==> src/rtl/nios2_mem_pkg.sv <==
// Shared types and constants for the on-chip memory streamer.
// Latency: n/a (declarations only).
// Backpressure: n/a.
package nios2_mem_pkg;

  localparam int ADDR_W_DEF = 11;
  localparam int DATA_W_DEF = 32;
  localparam int CNT_W_DEF  = 12;

  // Longest transfer a single start may request; larger counts saturate.
  localparam int unsigned MAX_WORDS = 2048;

  typedef enum logic [1:0] {
    ST_IDLE  = 2'd0,
    ST_READ  = 2'd1,
    ST_DRAIN = 2'd2
  } state_t;

  function automatic int unsigned clamp_len(input int unsigned n);
    return (n > MAX_WORDS) ? MAX_WORDS : n;
  endfunction

endpackage

==> src/rtl/nios2_onchip_mem_streamer_if.sv <==
// Memory read port plus outbound word stream of the streamer.
// Latency: n/a (wires only).
// Backpressure: out_ready from the consumer; memory side has none.
// master: streamer side (drives mem_* controls, out_data/out_valid/out_last).
// slave:  memory + consumer side (drives mem_readdata, out_ready).
interface nios2_onchip_mem_streamer_if
  import nios2_mem_pkg::*;
#(
  parameter int ADDR_W = ADDR_W_DEF,
  parameter int DATA_W = DATA_W_DEF
);
  logic [ADDR_W-1:0] mem_address;
  logic              mem_chipselect;
  logic              mem_write;
  logic [3:0]        mem_byteenable;
  logic [DATA_W-1:0] mem_writedata;
  logic              mem_clken;
  logic [DATA_W-1:0] mem_readdata;
  logic [DATA_W-1:0] out_data;
  logic              out_valid;
  logic              out_ready;
  logic              out_last;

  modport master (
    output mem_address, mem_chipselect, mem_write, mem_byteenable,
    output mem_writedata, mem_clken,
    input  mem_readdata,
    output out_data, out_valid, out_last,
    input  out_ready
  );

  modport slave (
    input  mem_address, mem_chipselect, mem_write, mem_byteenable,
    input  mem_writedata, mem_clken,
    output mem_readdata,
    input  out_data, out_valid, out_last,
    output out_ready
  );
endinterface

==> src/rtl/nios2_skid_fifo2.sv <==
// Two-entry FIFO with bypass: an incoming word is presented in the cycle it arrives.
// Latency: 0 cycles when empty (combinational bypass), otherwise head-of-queue order.
// Backpressure: no in_rdy; the writer must keep occupancy + pending writes <= 2 using cnt.
// Ports: clk/reset, in_vld/in_dat (write), out_vld/out_rdy/out_dat (read), cnt (stored entries).
module nios2_skid_fifo2 #(
  parameter int W = 33
) (
  input  logic         clk,
  input  logic         reset,
  input  logic         in_vld,
  input  logic [W-1:0] in_dat,
  output logic         out_vld,
  input  logic         out_rdy,
  output logic [W-1:0] out_dat,
  output logic [1:0]   cnt
);
  logic [W-1:0] mem_q [2];
  logic         rd_ptr_q;
  logic         wr_ptr_q;
  logic [1:0]   cnt_q;
  logic         empty;
  logic         bypass;
  logic         push;
  logic         pop;

  assign empty  = (cnt_q == 2'd0);
  // A word that is consumed the same cycle it arrives never touches storage.
  assign bypass = empty && in_vld && out_rdy;
  assign push   = in_vld && !bypass;
  assign pop    = !empty && out_rdy;

  assign out_vld = !empty || in_vld;
  assign out_dat = !empty ? mem_q[rd_ptr_q] : (in_vld ? in_dat : '0);
  assign cnt     = cnt_q;

  always_ff @(posedge clk) begin
    if (push) mem_q[wr_ptr_q] <= in_dat;
  end

  always_ff @(posedge clk) begin
    if (reset) begin
      rd_ptr_q <= 1'b0;
      wr_ptr_q <= 1'b0;
      cnt_q    <= 2'd0;
    end else begin
      if (push) wr_ptr_q <= !wr_ptr_q;
      if (pop)  rd_ptr_q <= !rd_ptr_q;
      cnt_q <= cnt_q + {1'b0, push} - {1'b0, pop};
    end
  end
endmodule

==> src/rtl/nios2_onchip_mem_streamer.sv <==
// Streams word_count words from on-chip memory starting at base_addr, summing them.
// Latency: first word valid 2 cycles after the start cycle; 1 word/cycle with out_ready high.
// Backpressure: out_ready low stalls; reads are only issued while buffer + in-flight < 2.
// Ports: clk/reset; start/base_addr/word_count command; busy/done/checksum status;
//        bus (master): mem_* read port and out_data/out_valid/out_ready/out_last stream.
module nios2_onchip_mem_streamer
  import nios2_mem_pkg::*;
#(
  parameter int ADDR_W = ADDR_W_DEF,
  parameter int DATA_W = DATA_W_DEF,
  parameter int CNT_W  = CNT_W_DEF
) (
  input  logic              clk,
  input  logic              reset,
  input  logic              start,
  input  logic [ADDR_W-1:0] base_addr,
  input  logic [CNT_W-1:0]  word_count,
  output logic              busy,
  output logic              done,
  output logic [DATA_W-1:0] checksum,
  nios2_onchip_mem_streamer_if.master bus
);
  state_t            state_q, state_d;
  logic [ADDR_W-1:0] addr_q;
  logic [CNT_W-1:0]  left_q;
  logic              inflight_q;
  logic              inflight_last_q;
  logic [DATA_W-1:0] checksum_q;
  logic              done_q;

  logic [CNT_W-1:0]  len_sat;
  logic [1:0]        fifo_cnt;
  logic              room;
  logic              issue;
  logic              accept;
  logic              fifo_vld;
  logic [DATA_W:0]   fifo_dat;

  assign len_sat = CNT_W'(clamp_len(32'(word_count)));

  // Credit check: stored words plus the word arriving this cycle must leave a slot.
  assign room   = ({1'b0, fifo_cnt} + {2'b00, inflight_q}) < 3'd2;
  assign accept = fifo_vld && bus.out_ready;

  always_comb begin
    state_d = state_q;
    issue   = 1'b0;
    case (state_q)
      ST_IDLE:  if (start && (word_count != '0)) state_d = ST_READ;
      ST_READ: begin
        issue = room;
        if (room && (left_q == CNT_W'(1))) state_d = ST_DRAIN;
      end
      ST_DRAIN: if (accept && fifo_dat[DATA_W]) state_d = ST_IDLE;
      default:  state_d = ST_IDLE;
    endcase
  end

  always_ff @(posedge clk) begin
    if (reset) begin
      state_q         <= ST_IDLE;
      addr_q          <= '0;
      left_q          <= '0;
      inflight_q      <= 1'b0;
      inflight_last_q <= 1'b0;
      checksum_q      <= '0;
      done_q          <= 1'b0;
    end else begin
      state_q         <= state_d;
      done_q          <= 1'b0;
      inflight_q      <= issue;
      inflight_last_q <= issue && (left_q == CNT_W'(1));
      if ((state_q == ST_IDLE) && start) begin
        checksum_q <= '0;
        if (word_count == '0) begin
          done_q <= 1'b1;
        end else begin
          addr_q <= base_addr;
          left_q <= len_sat;
        end
      end
      if (issue) begin
        addr_q <= addr_q + ADDR_W'(1);
        left_q <= left_q - CNT_W'(1);
      end
      if (accept) checksum_q <= checksum_q + fifo_dat[DATA_W-1:0];
      if ((state_q == ST_DRAIN) && accept && fifo_dat[DATA_W]) done_q <= 1'b1;
    end
  end

  // Read data is tagged with its last flag so the flag travels with the word.
  nios2_skid_fifo2 #(.W(DATA_W + 1)) u_fifo (
    .clk     (clk),
    .reset   (reset),
    .in_vld  (inflight_q),
    .in_dat  ({inflight_last_q, bus.mem_readdata}),
    .out_vld (fifo_vld),
    .out_rdy (bus.out_ready),
    .out_dat (fifo_dat),
    .cnt     (fifo_cnt)
  );

  assign busy     = (state_q != ST_IDLE);
  assign done     = done_q;
  assign checksum = checksum_q;

  assign bus.mem_address    = addr_q;
  assign bus.mem_chipselect = issue;
  assign bus.mem_write      = 1'b0;
  assign bus.mem_byteenable = 4'hF;
  assign bus.mem_writedata  = '0;
  assign bus.mem_clken      = 1'b1;
  assign bus.out_data       = fifo_dat[DATA_W-1:0];
  assign bus.out_valid      = fifo_vld;
  assign bus.out_last       = fifo_vld && fifo_dat[DATA_W];
endmodule

==> src/flat_wrapper.sv <==
// flat-port wrapper written by rule: the top's interface ports become plain ports
module nios2_onchip_mem_streamer_flat import nios2_mem_pkg::*;
#(
  parameter int ADDR_W = ADDR_W_DEF,
  parameter int DATA_W = DATA_W_DEF,
  parameter int CNT_W  = CNT_W_DEF
)
  (clk, reset, start, base_addr, word_count, busy, done, checksum, bus_mem_address, bus_mem_chipselect, bus_mem_write, bus_mem_byteenable, bus_mem_writedata, bus_mem_clken, bus_mem_readdata, bus_out_data, bus_out_valid, bus_out_last, bus_out_ready);
  nios2_onchip_mem_streamer_if #(.ADDR_W(ADDR_W), .DATA_W(DATA_W)) bus_i ();
  input  logic clk;
  input  logic reset;
  input  logic start;
  input  logic [ADDR_W-1:0] base_addr;
  input  logic [CNT_W-1:0] word_count;
  output logic busy;
  output logic done;
  output logic [DATA_W-1:0] checksum;
  output wire logic [$bits(bus_i.mem_address)-1:0] bus_mem_address;
  output wire logic [$bits(bus_i.mem_chipselect)-1:0] bus_mem_chipselect;
  output wire logic [$bits(bus_i.mem_write)-1:0] bus_mem_write;
  output wire logic [$bits(bus_i.mem_byteenable)-1:0] bus_mem_byteenable;
  output wire logic [$bits(bus_i.mem_writedata)-1:0] bus_mem_writedata;
  output wire logic [$bits(bus_i.mem_clken)-1:0] bus_mem_clken;
  input wire logic [$bits(bus_i.mem_readdata)-1:0] bus_mem_readdata;
  output wire logic [$bits(bus_i.out_data)-1:0] bus_out_data;
  output wire logic [$bits(bus_i.out_valid)-1:0] bus_out_valid;
  output wire logic [$bits(bus_i.out_last)-1:0] bus_out_last;
  input wire logic [$bits(bus_i.out_ready)-1:0] bus_out_ready;
  assign bus_mem_address = bus_i.mem_address;
  assign bus_mem_chipselect = bus_i.mem_chipselect;
  assign bus_mem_write = bus_i.mem_write;
  assign bus_mem_byteenable = bus_i.mem_byteenable;
  assign bus_mem_writedata = bus_i.mem_writedata;
  assign bus_mem_clken = bus_i.mem_clken;
  assign bus_i.mem_readdata = bus_mem_readdata;
  assign bus_out_data = bus_i.out_data;
  assign bus_out_valid = bus_i.out_valid;
  assign bus_out_last = bus_i.out_last;
  assign bus_i.out_ready = bus_out_ready;
  nios2_onchip_mem_streamer #(.ADDR_W(ADDR_W), .DATA_W(DATA_W), .CNT_W(CNT_W)) u_core (.clk(clk), .reset(reset), .start(start), .base_addr(base_addr), .word_count(word_count), .busy(busy), .done(done), .checksum(checksum), .bus(bus_i));
endmodule
==> config.mk <==
export PLATFORM = sky130hd
export DESIGN_NAME = nios2_onchip_mem_streamer_flat
export DESIGN_NICKNAME = d
export VERILOG_FILES = /design/src/rtl/nios2_mem_pkg.sv /design/src/rtl/nios2_onchip_mem_streamer_if.sv /design/src/rtl/nios2_skid_fifo2.sv /design/src/rtl/nios2_onchip_mem_streamer.sv /design/src/flat_wrapper.sv
export SDC_FILE = /design/constraint.sdc
export NUM_CORES = 1
export LEC_CHECK = 0
export CORE_UTILIZATION = 35
export DETAILED_ROUTE_END_ITERATION = 8
export SLEW_MARGIN = 30
export SYNTH_ARGS = -nofsm -noshare
export SYNTH_HDL_FRONTEND = slang
export SYNTH_SLANG_ARGS = --single-unit
==> constraint.sdc <==
create_clock -name clk -period 7.17 [get_ports clk]
set_input_delay 1.434 -clock clk [delete_from_list [all_inputs] [get_ports clk]]
set_output_delay 1.434 -clock clk [all_outputs]
set_load 0.005 [all_outputs]
## After elaboration in Yosys (flattened, before gate mapping)

Memory sizes are Yosys's and may differ from the RTL's. A register that Yosys moved wholly into a read port is not among the register bits.
Cells that the tools add are included.

- Output and inout port bits: 118
- Word-level logic and storage cells: 76
- Memories kept: 1
- Input bits: 59
- Bits in writable memories: 66
- Flip-flop bits (word level): 64

Memory list:

| name | depth | bits a word | rd ports | clocked after memory_dff | write ports | line | source |
|---|---|---|---|---|---|---|---|
| u_core.u_fifo.mem_q | 2 | 33 | 1 | 1 | 1 | nios2_skid_fifo2.sv:17 | `logic [W-1:0] mem_q [2];` |

- Reduce and logical (&&, ||, !) cells: 27
- Equality and inequality tests: 7
- $lt $le $gt $ge: 2
- $add $sub $neg: 6
- Muxes and demuxes: 23

Operators with widths:

| cell | number |
|---|---|
| 2-to-1 mux 33 bit | 2 |
| 2-to-1 mux 32 bit | 2 |
| 2-to-1 mux 12 bit | 4 |
| 2-to-1 mux 11 bit | 3 |
| adder 32 bit | 1 |
| logical AND 1 bit | 13 |
| == test 12 x 1 -> 1 bit (second input constant) | 1 |
| greater-than comparator 12 bit (second input constant) | 1 |
| zero test 12 bit | 1 |
| nonzero test 12 bit | 1 |
| subtractor 12 x 1 -> 12 bit (second input constant) | 1 |
| adder 11 x 1 -> 11 bit (second input constant) | 1 |
| 2-to-1 mux 1 bit | 8 |
| != test 2 x 1 -> 1 bit (second input constant) | 4 |
| 2-to-1 mux 2 bit | 3 |
| one-hot mux 2 bit (3 select lines) | 1 |
| nonzero test 2 bit | 3 |
| zero test 1 bit | 4 |
| zero test 2 bit | 2 |
| adder 2 x 1 -> 3 bit | 1 |
| < comparator 3 x 2 -> 1 bit (second input constant) | 1 |
| AND reduction 3 bit | 1 |
| adder 2 x 1 -> 2 bit | 1 |
| == test 2 x 1 -> 1 bit (second input constant) | 1 |
| 4 further kinds | 4 |

## Longest topological paths before layout

- Word-level depth: 7
- Mapped depth: 16
- Mapped depth without buffers: 14

## Hierarchy

Synthesis repeated with hierarchy kept, for this count alone.

- Cell total of the unflattened synthesis: 787
- Area, all modules: 7392.1 um^2

Modules (own cells, without submodules):

| module | instances | cells an instance | area an instance (um^2) | seq. area each (um^2) |
|---|---|---|---|---|
| nios2_onchip_mem_streamer | 1 | 580 | 4423.0 | 1201.2 |
| nios2_skid_fifo2 | 1 | 207 | 2969.1 | 2082.0 |

## Least setup slack after synthesis

OpenSTA, ideal clock, no wires.

- Path type: in2reg
- Start point: input bus_mem_readdata[0]
- End point: register u_core.checksum_q[26], in the netlist u_core.checksum[26]
- Data required time: 7.053 ns
- Arrival time: 3.523 ns
- Buffers on the path: 0
- Slack: 3.530 ns
- Setup time: 0.117 ns
- Stages: 12
- Cells stage by stage: nand3_1 o21ai_0 ha_1 inv_1 fa_1 nor2b_1 o31ai_2 a31oi_2 o311ai_2 a21oi_2 or3_1 a32o_1

- Longest elaborated chain between the ends: 4

RTL lines:

| element | line | source |
|---|---|---|
| from (decl) | flat_wrapper.sv:24 | `input wire logic [$bits(bus_i.mem_readdata)-1:0] bus_mem_readdata;` |
| 2-to-1 mux 33 bit (2 in series) | nios2_skid_fifo2.sv:33 | `assign out_dat = !empty ? mem_q[rd_ptr_q] : (in_vld ? in_dat : '0);` |
| named net bus_out_data[0] | flat_wrapper.sv:25 | `output wire logic [$bits(bus_i.out_data)-1:0] bus_out_data;` |
| adder 32 bit | nios2_onchip_mem_streamer.sv:86 | `if (accept) checksum_q <= checksum_q + fifo_dat[DATA_W-1:0];` |
| 2-to-1 mux 32 bit | nios2_onchip_mem_streamer.sv:86 |  |
| to (signal assigned) | nios2_onchip_mem_streamer.sv:86 |  |
| to (decl) | nios2_onchip_mem_streamer.sv:28 | `logic [DATA_W-1:0] checksum_q;` |

The timed path passes the listed nets, and every way through them passes these cells.
A chain may end at the register's enable or synchronous reset.

## Worst setup path in the final report

- Start point: input bus_mem_readdata[28]
- End point: output bus_out_data[28]

- Longest elaborated chain between the ends: 2

RTL lines:

| element | line |
|---|---|
| 2-to-1 mux 33 bit (2 in series) | nios2_skid_fifo2.sv:33 |
| to (decl) | flat_wrapper.sv:25 |

No other way between the ends.

==> impl_summary.md <==
Critical path
The source of the critical timing path is bus_mem_readdata[28]. Data on the critical path arrives at its endpoint at 2.98 ns. Traced cell by cell, the critical path runs through clkdlybuf4s50_1 > nand3_1 > o21ai_0 > clkdlybuf4s50_1.

The worst reg-to-reg setup slack is 3.07 ns. The maximum fanout count along the critical path is 3. The delay of the slowest cell on the worst path is 0.64 ns.

The most common cell type on the critical path is sky130_fd_sc_hd__clkdlybuf4s50_1. The worst-case reg-to-reg path depth is 12. The worst register-to-register path begins at u_core.u_fifo.cnt[1]. The critical path ends at bus_out_data[28]. The critical path capture point type is an output port.

STA classifies the critical path startpoint as a primary input. The endpoint identified for the worst register-to-register timing path is u_core.checksum[28]. For the worst setup path, the data required time is 5.74 ns. The category of the most critical setup path is primary input to output port. Among all stages on the critical path, the largest delay is contributed by sky130_fd_sc_hd__clkdlybuf4s50_1.

CTS
The number of instances resized during post-cts repair is 0. The TritonCTS sink count is 131. The root buffer cell chosen for the clock tree is sky130_fd_sc_hd__clkbuf_16. The number of buffers added by the clock tree synthesis step is 17. The count of hold buffers inserted by post-cts repair is 0.

Clock-pin slew was measured on the worst setup and hold paths at 0.06 ns. The source-to-sink clock delay at the later pin of the worst-skew pair is 0.43 ns. The number of buffers inserted by post-CTS setup repair is 0. No sink is reached through more buffers than the 2 on the longest clock path.

TritonCTS built the clock tree. The clock tree synthesis step divided the H-tree into 4 levels.

GRT
The number of global-route vias before repair came to 5677. The total routing resource utilization after global routing is 0.186. Entering global routing, the biggest net connects 52 pins. The wire length of the first global-routing pass is 31100 um.

The initial antenna violation count was 0. Global routing finished with a remaining overflow of 0.

STA
Setup repair after global routing left no endpoint under its margin. Across the routed clock network, the largest skew measured is 0.0138 ns. The final total negative setup slack is 0 ns. The ratio of final minimum period to clock period is 0.616.

The setup violation total in the final timing report is 0. Derived from the worst setup path, the maximum achievable clock frequency is 0.227 GHz. The hold violation total from the final report was 0.

The final critical delay including setup and external delays is 4.41 ns. For the pin with the worst max-slew slack, the measured transition is 0.931 ns. The max-slew violation total from the final report came to 0. Measured against its own limit, the worst slew margin works out to 0.378.

Die
The floorplan row count is 53. From left edge to right edge, the die measures 148 um. For this design the top-level I/O count stands at 177. The die outline height is 148 um.

The area enclosed by the die boundary is 21900 sq um. The region available for standard cell placement spans 21000 sq um. The initial utilization of the core area, before any placement, comes to 0.356.

Placed design
The post-placement cell area is 8960 sq um. Buffers placed on the I/O ports in this run total 138. At the end of routability-driven placement, the weighted congestion stood at 0.911.

Detailed placement ended at an HPWL of 14200 um. The count of placed standard cells including taps is 1167.

Yosys
The yosys synthesis warning count is 0. The synthesized netlist contains 74 unique library cells. Counting flops with an async set or reset pin after synthesis yields a share of 0.

Synthesis inferred 131 register bits. After technology mapping, the gate count stands at 783. The synthesized cell area is 7460 sq um. In this run, synthesis inferred 66 flip-flops with an integrated enable. The mean instance size in the synthesized netlist is 9.53 sq um. The most used flip-flop cell after synthesis is sky130_fd_sc_hd__edfxtp_1. The post-synthesis sequential area ratio is 0.440.

Detailed routing
The count of unresolved DRC violations after routing is 0. The final layout contains routed wiring with a total length of 20300 um. The routed wirelength normalized by instance count is 17.0 um.

The number of iterations in the first detailed-routing pass is 5. The post-detailed-route via-to-cell ratio is 5.19. The via count is 6223. In this run the remaining antenna-violating nets after routing total 0.

The detailed router finished its first iteration with 432 violations.

Hold path
The number of stages on the worst hold path is 1. The startpoint identified for the worst hold timing path is u_core.state_q[0]. The worst hold path belongs to the class flop to flop.

Finish
The number of non-filler instances in the completed layout is 1199. Registers take 3280 sq um. The repair_antennas step left the layout with diodes totalling 0. The net count of the finished layout is 1007. Of the cells placed in the final design, the portion with a size suffix greater than 1 is 0.0714. From synthesis to final layout, the design area changed by 28.6%. The post-route cell area is 9600 sq um. In the final layout, the multi-input gates occupy 3820 sq um. The layout has 2020 filler cells.

Job
The number of maximum-capacitance constraint violations is 0.

Pwr
For this design the static power due to leakage is 0.00350 uW. The total power divided by cell area is 309 nW/um^2. The maximum vdd drop is 0.233 mV.

Status
The flow ran to the end, and the final reports show no timing, DRC or antenna violations.
-- layout by cell type (no fill, tap or decap), types with 4 or more instances in the layout --
cell type / synthesis / layout
sky130_fd_sc_hd__a2111oi_0: 4 / 4
sky130_fd_sc_hd__a211oi_1: 11 / 11
sky130_fd_sc_hd__a21o_1: 8 / 8
sky130_fd_sc_hd__a21oi_1: 60 / 60
sky130_fd_sc_hd__a22o_1: 11 / 11
sky130_fd_sc_hd__a31oi_1: 8 / 8
sky130_fd_sc_hd__and2_1: 4 / 4
sky130_fd_sc_hd__and3_1: 8 / 8
sky130_fd_sc_hd__buf_4: 39 / 8
sky130_fd_sc_hd__bufinv_16: 0 / 4
sky130_fd_sc_hd__clkbuf_16: 0 / 17
sky130_fd_sc_hd__clkdlybuf4s50_1: 0 / 137
sky130_fd_sc_hd__conb_1: 2 / 38
sky130_fd_sc_hd__dfxtp_1: 65 / 64
sky130_fd_sc_hd__edfxtp_1: 66 / 66
sky130_fd_sc_hd__ha_1: 36 / 36
sky130_fd_sc_hd__inv_1: 18 / 18
sky130_fd_sc_hd__mux2i_1: 34 / 34
sky130_fd_sc_hd__nand2_1: 55 / 55
sky130_fd_sc_hd__nand3_1: 62 / 62
sky130_fd_sc_hd__nand3b_1: 6 / 6
sky130_fd_sc_hd__nand4_1: 7 / 7
sky130_fd_sc_hd__nor2_1: 60 / 57
sky130_fd_sc_hd__nor2b_1: 7 / 7
sky130_fd_sc_hd__nor3_1: 14 / 14
sky130_fd_sc_hd__nor4_1: 8 / 8
sky130_fd_sc_hd__o211ai_1: 5 / 5
sky130_fd_sc_hd__o21a_1: 6 / 6
sky130_fd_sc_hd__o21ai_0: 50 / 50
sky130_fd_sc_hd__o21ai_1: 6 / 6
sky130_fd_sc_hd__or3_1: 6 / 6
sky130_fd_sc_hd__xnor2_1: 19 / 19
sky130_fd_sc_hd__xor2_1: 7 / 7
-- Yosys cell counts, types with 5 or more instances --
library cell               number  share of area
sky130_fd_sc_hd__a211oi_1      11          0.011
sky130_fd_sc_hd__a21o_1         8         0.0081
sky130_fd_sc_hd__a21oi_1       60          0.040
sky130_fd_sc_hd__a22o_1        11          0.013
sky130_fd_sc_hd__a31oi_1        8         0.0067
sky130_fd_sc_hd__and3_1         8         0.0067
sky130_fd_sc_hd__buf_4         39          0.039
sky130_fd_sc_hd__clkbuf_1      26          0.013
sky130_fd_sc_hd__dfxtp_1       65           0.17
sky130_fd_sc_hd__edfxtp_1      66           0.27
sky130_fd_sc_hd__ha_1          36          0.060
sky130_fd_sc_hd__inv_1         18         0.0091
sky130_fd_sc_hd__mux2i_1       34          0.046
sky130_fd_sc_hd__nand2_1       55          0.028
sky130_fd_sc_hd__nand3_1       62          0.042
sky130_fd_sc_hd__nand3b_1       6         0.0060
sky130_fd_sc_hd__nand4_1        7         0.0059
sky130_fd_sc_hd__nor2_1        60          0.030
sky130_fd_sc_hd__nor2b_1        7         0.0059
sky130_fd_sc_hd__nor3_1        14         0.0094
sky130_fd_sc_hd__nor4_1         8         0.0067
sky130_fd_sc_hd__o211ai_1       5         0.0050
sky130_fd_sc_hd__o21a_1         6         0.0060
sky130_fd_sc_hd__o21ai_0       50          0.034
sky130_fd_sc_hd__o21ai_1        6         0.0040
sky130_fd_sc_hd__or3_1          6         0.0050
sky130_fd_sc_hd__xnor2_1       19          0.022
sky130_fd_sc_hd__xor2_1         7         0.0082
-- through the flow --
| step | setup slack [ns] | utilization | total power (uW) | hold slack (ns) |
|---|---|---|---|---|
| after floorplan | 3.53 | - | 1590 | 0.423 |
| after global placement | 2.60 | 0.428 | 2040 | 0.437 |
| after detailed placement | 2.61 | 0.428 | 2040 | 0.458 |
| after CTS | 2.75 | 0.458 | 2980 | 0.457 |
| after global routing | 2.66 | 0.458 | 3130 | 0.472 |
| final | 2.76 | 0.458 | 2960 | 0.454 |
-- worst min-delay path by stage --
stage | to | slack (ns)
2_1_floorplan | u_core.done | 0.42
3_3_place_gp | u_core.u_fifo.mem_q[0][32] | 0.44
3_5_place_dp | u_core.done | 0.46
4_1_cts | u_core.done | 0.46
5_1_grt | u_core.done | 0.47
6_report | u_core.done | 0.45
-- layout make-up --
cell class,count,share of cell area
Timing Repair Buffer,146,0.150
Clock buffer,20,0.0476
Multi-Input combinational cell,596,0.398
Clock inverter,12,0.0186
Inverter,19,0.00795
Sequential cell,131,0.342
Tap cell,275,0.0359
-- worst max-delay path: cells and delay by family --
| family | cells | cell delay (ns) |
|---|---|---|
| compound gates | 1 | 0.33 |
| simple gates | 1 | 0.08 |
| buf+inv | 2 | 1.14 |
-- metal layers --
metal / up-vias / GRT usage / part of all wire
met5: - / 0 / 0
met3: 24 / 0.0537 / 0.073
li1: 3104 / - / -
met4: 0 / 0.0552 / 0.017
met1: 2868 / 0.246 / 0.46
met2: 227 / 0.295 / 0.45
-- where the power goes --
group          internal [uW]  switching, uW  total [uW]
Clock                    601            335         936
Combinational            485            630        1120
Sequential               849           60.6         910
-- sequential cells by signal (all words and copies together), names as in the netlist, named ones only --
name                    cells
u_core.u_fifo.wr_ptr_q      1
u_core.u_fifo.cnt           2
u_core.u_fifo.rd_ptr_q      1
u_core.u_fifo.mem_q        66
u_core.state_q              2
u_core.left_q              12
u_core.done                 1
u_core.bus.mem_address     11
u_core.inflight_last_q      1
u_core.inflight_q           1
u_core.checksum            32
-- cell families after synthesis --
| kind of cell | count (synthesis) | synth area share |
|---|---|---|
| AND/OR/NAND/NOR | 250 | 0.164 |
| AO/OA/AOI/OAI | 208 | 0.182 |
| flip-flops | 131 | 0.440 |
| buffers and inverters | 92 | 0.0691 |
| adder cells (fa/ha/maj) | 37 | 0.0631 |
| multiplexers | 37 | 0.0502 |
| XOR/XNOR | 26 | 0.0305 |
| other | 2 | 0.00101 |
No activity file was read; power rests on OpenSTA's default activity.
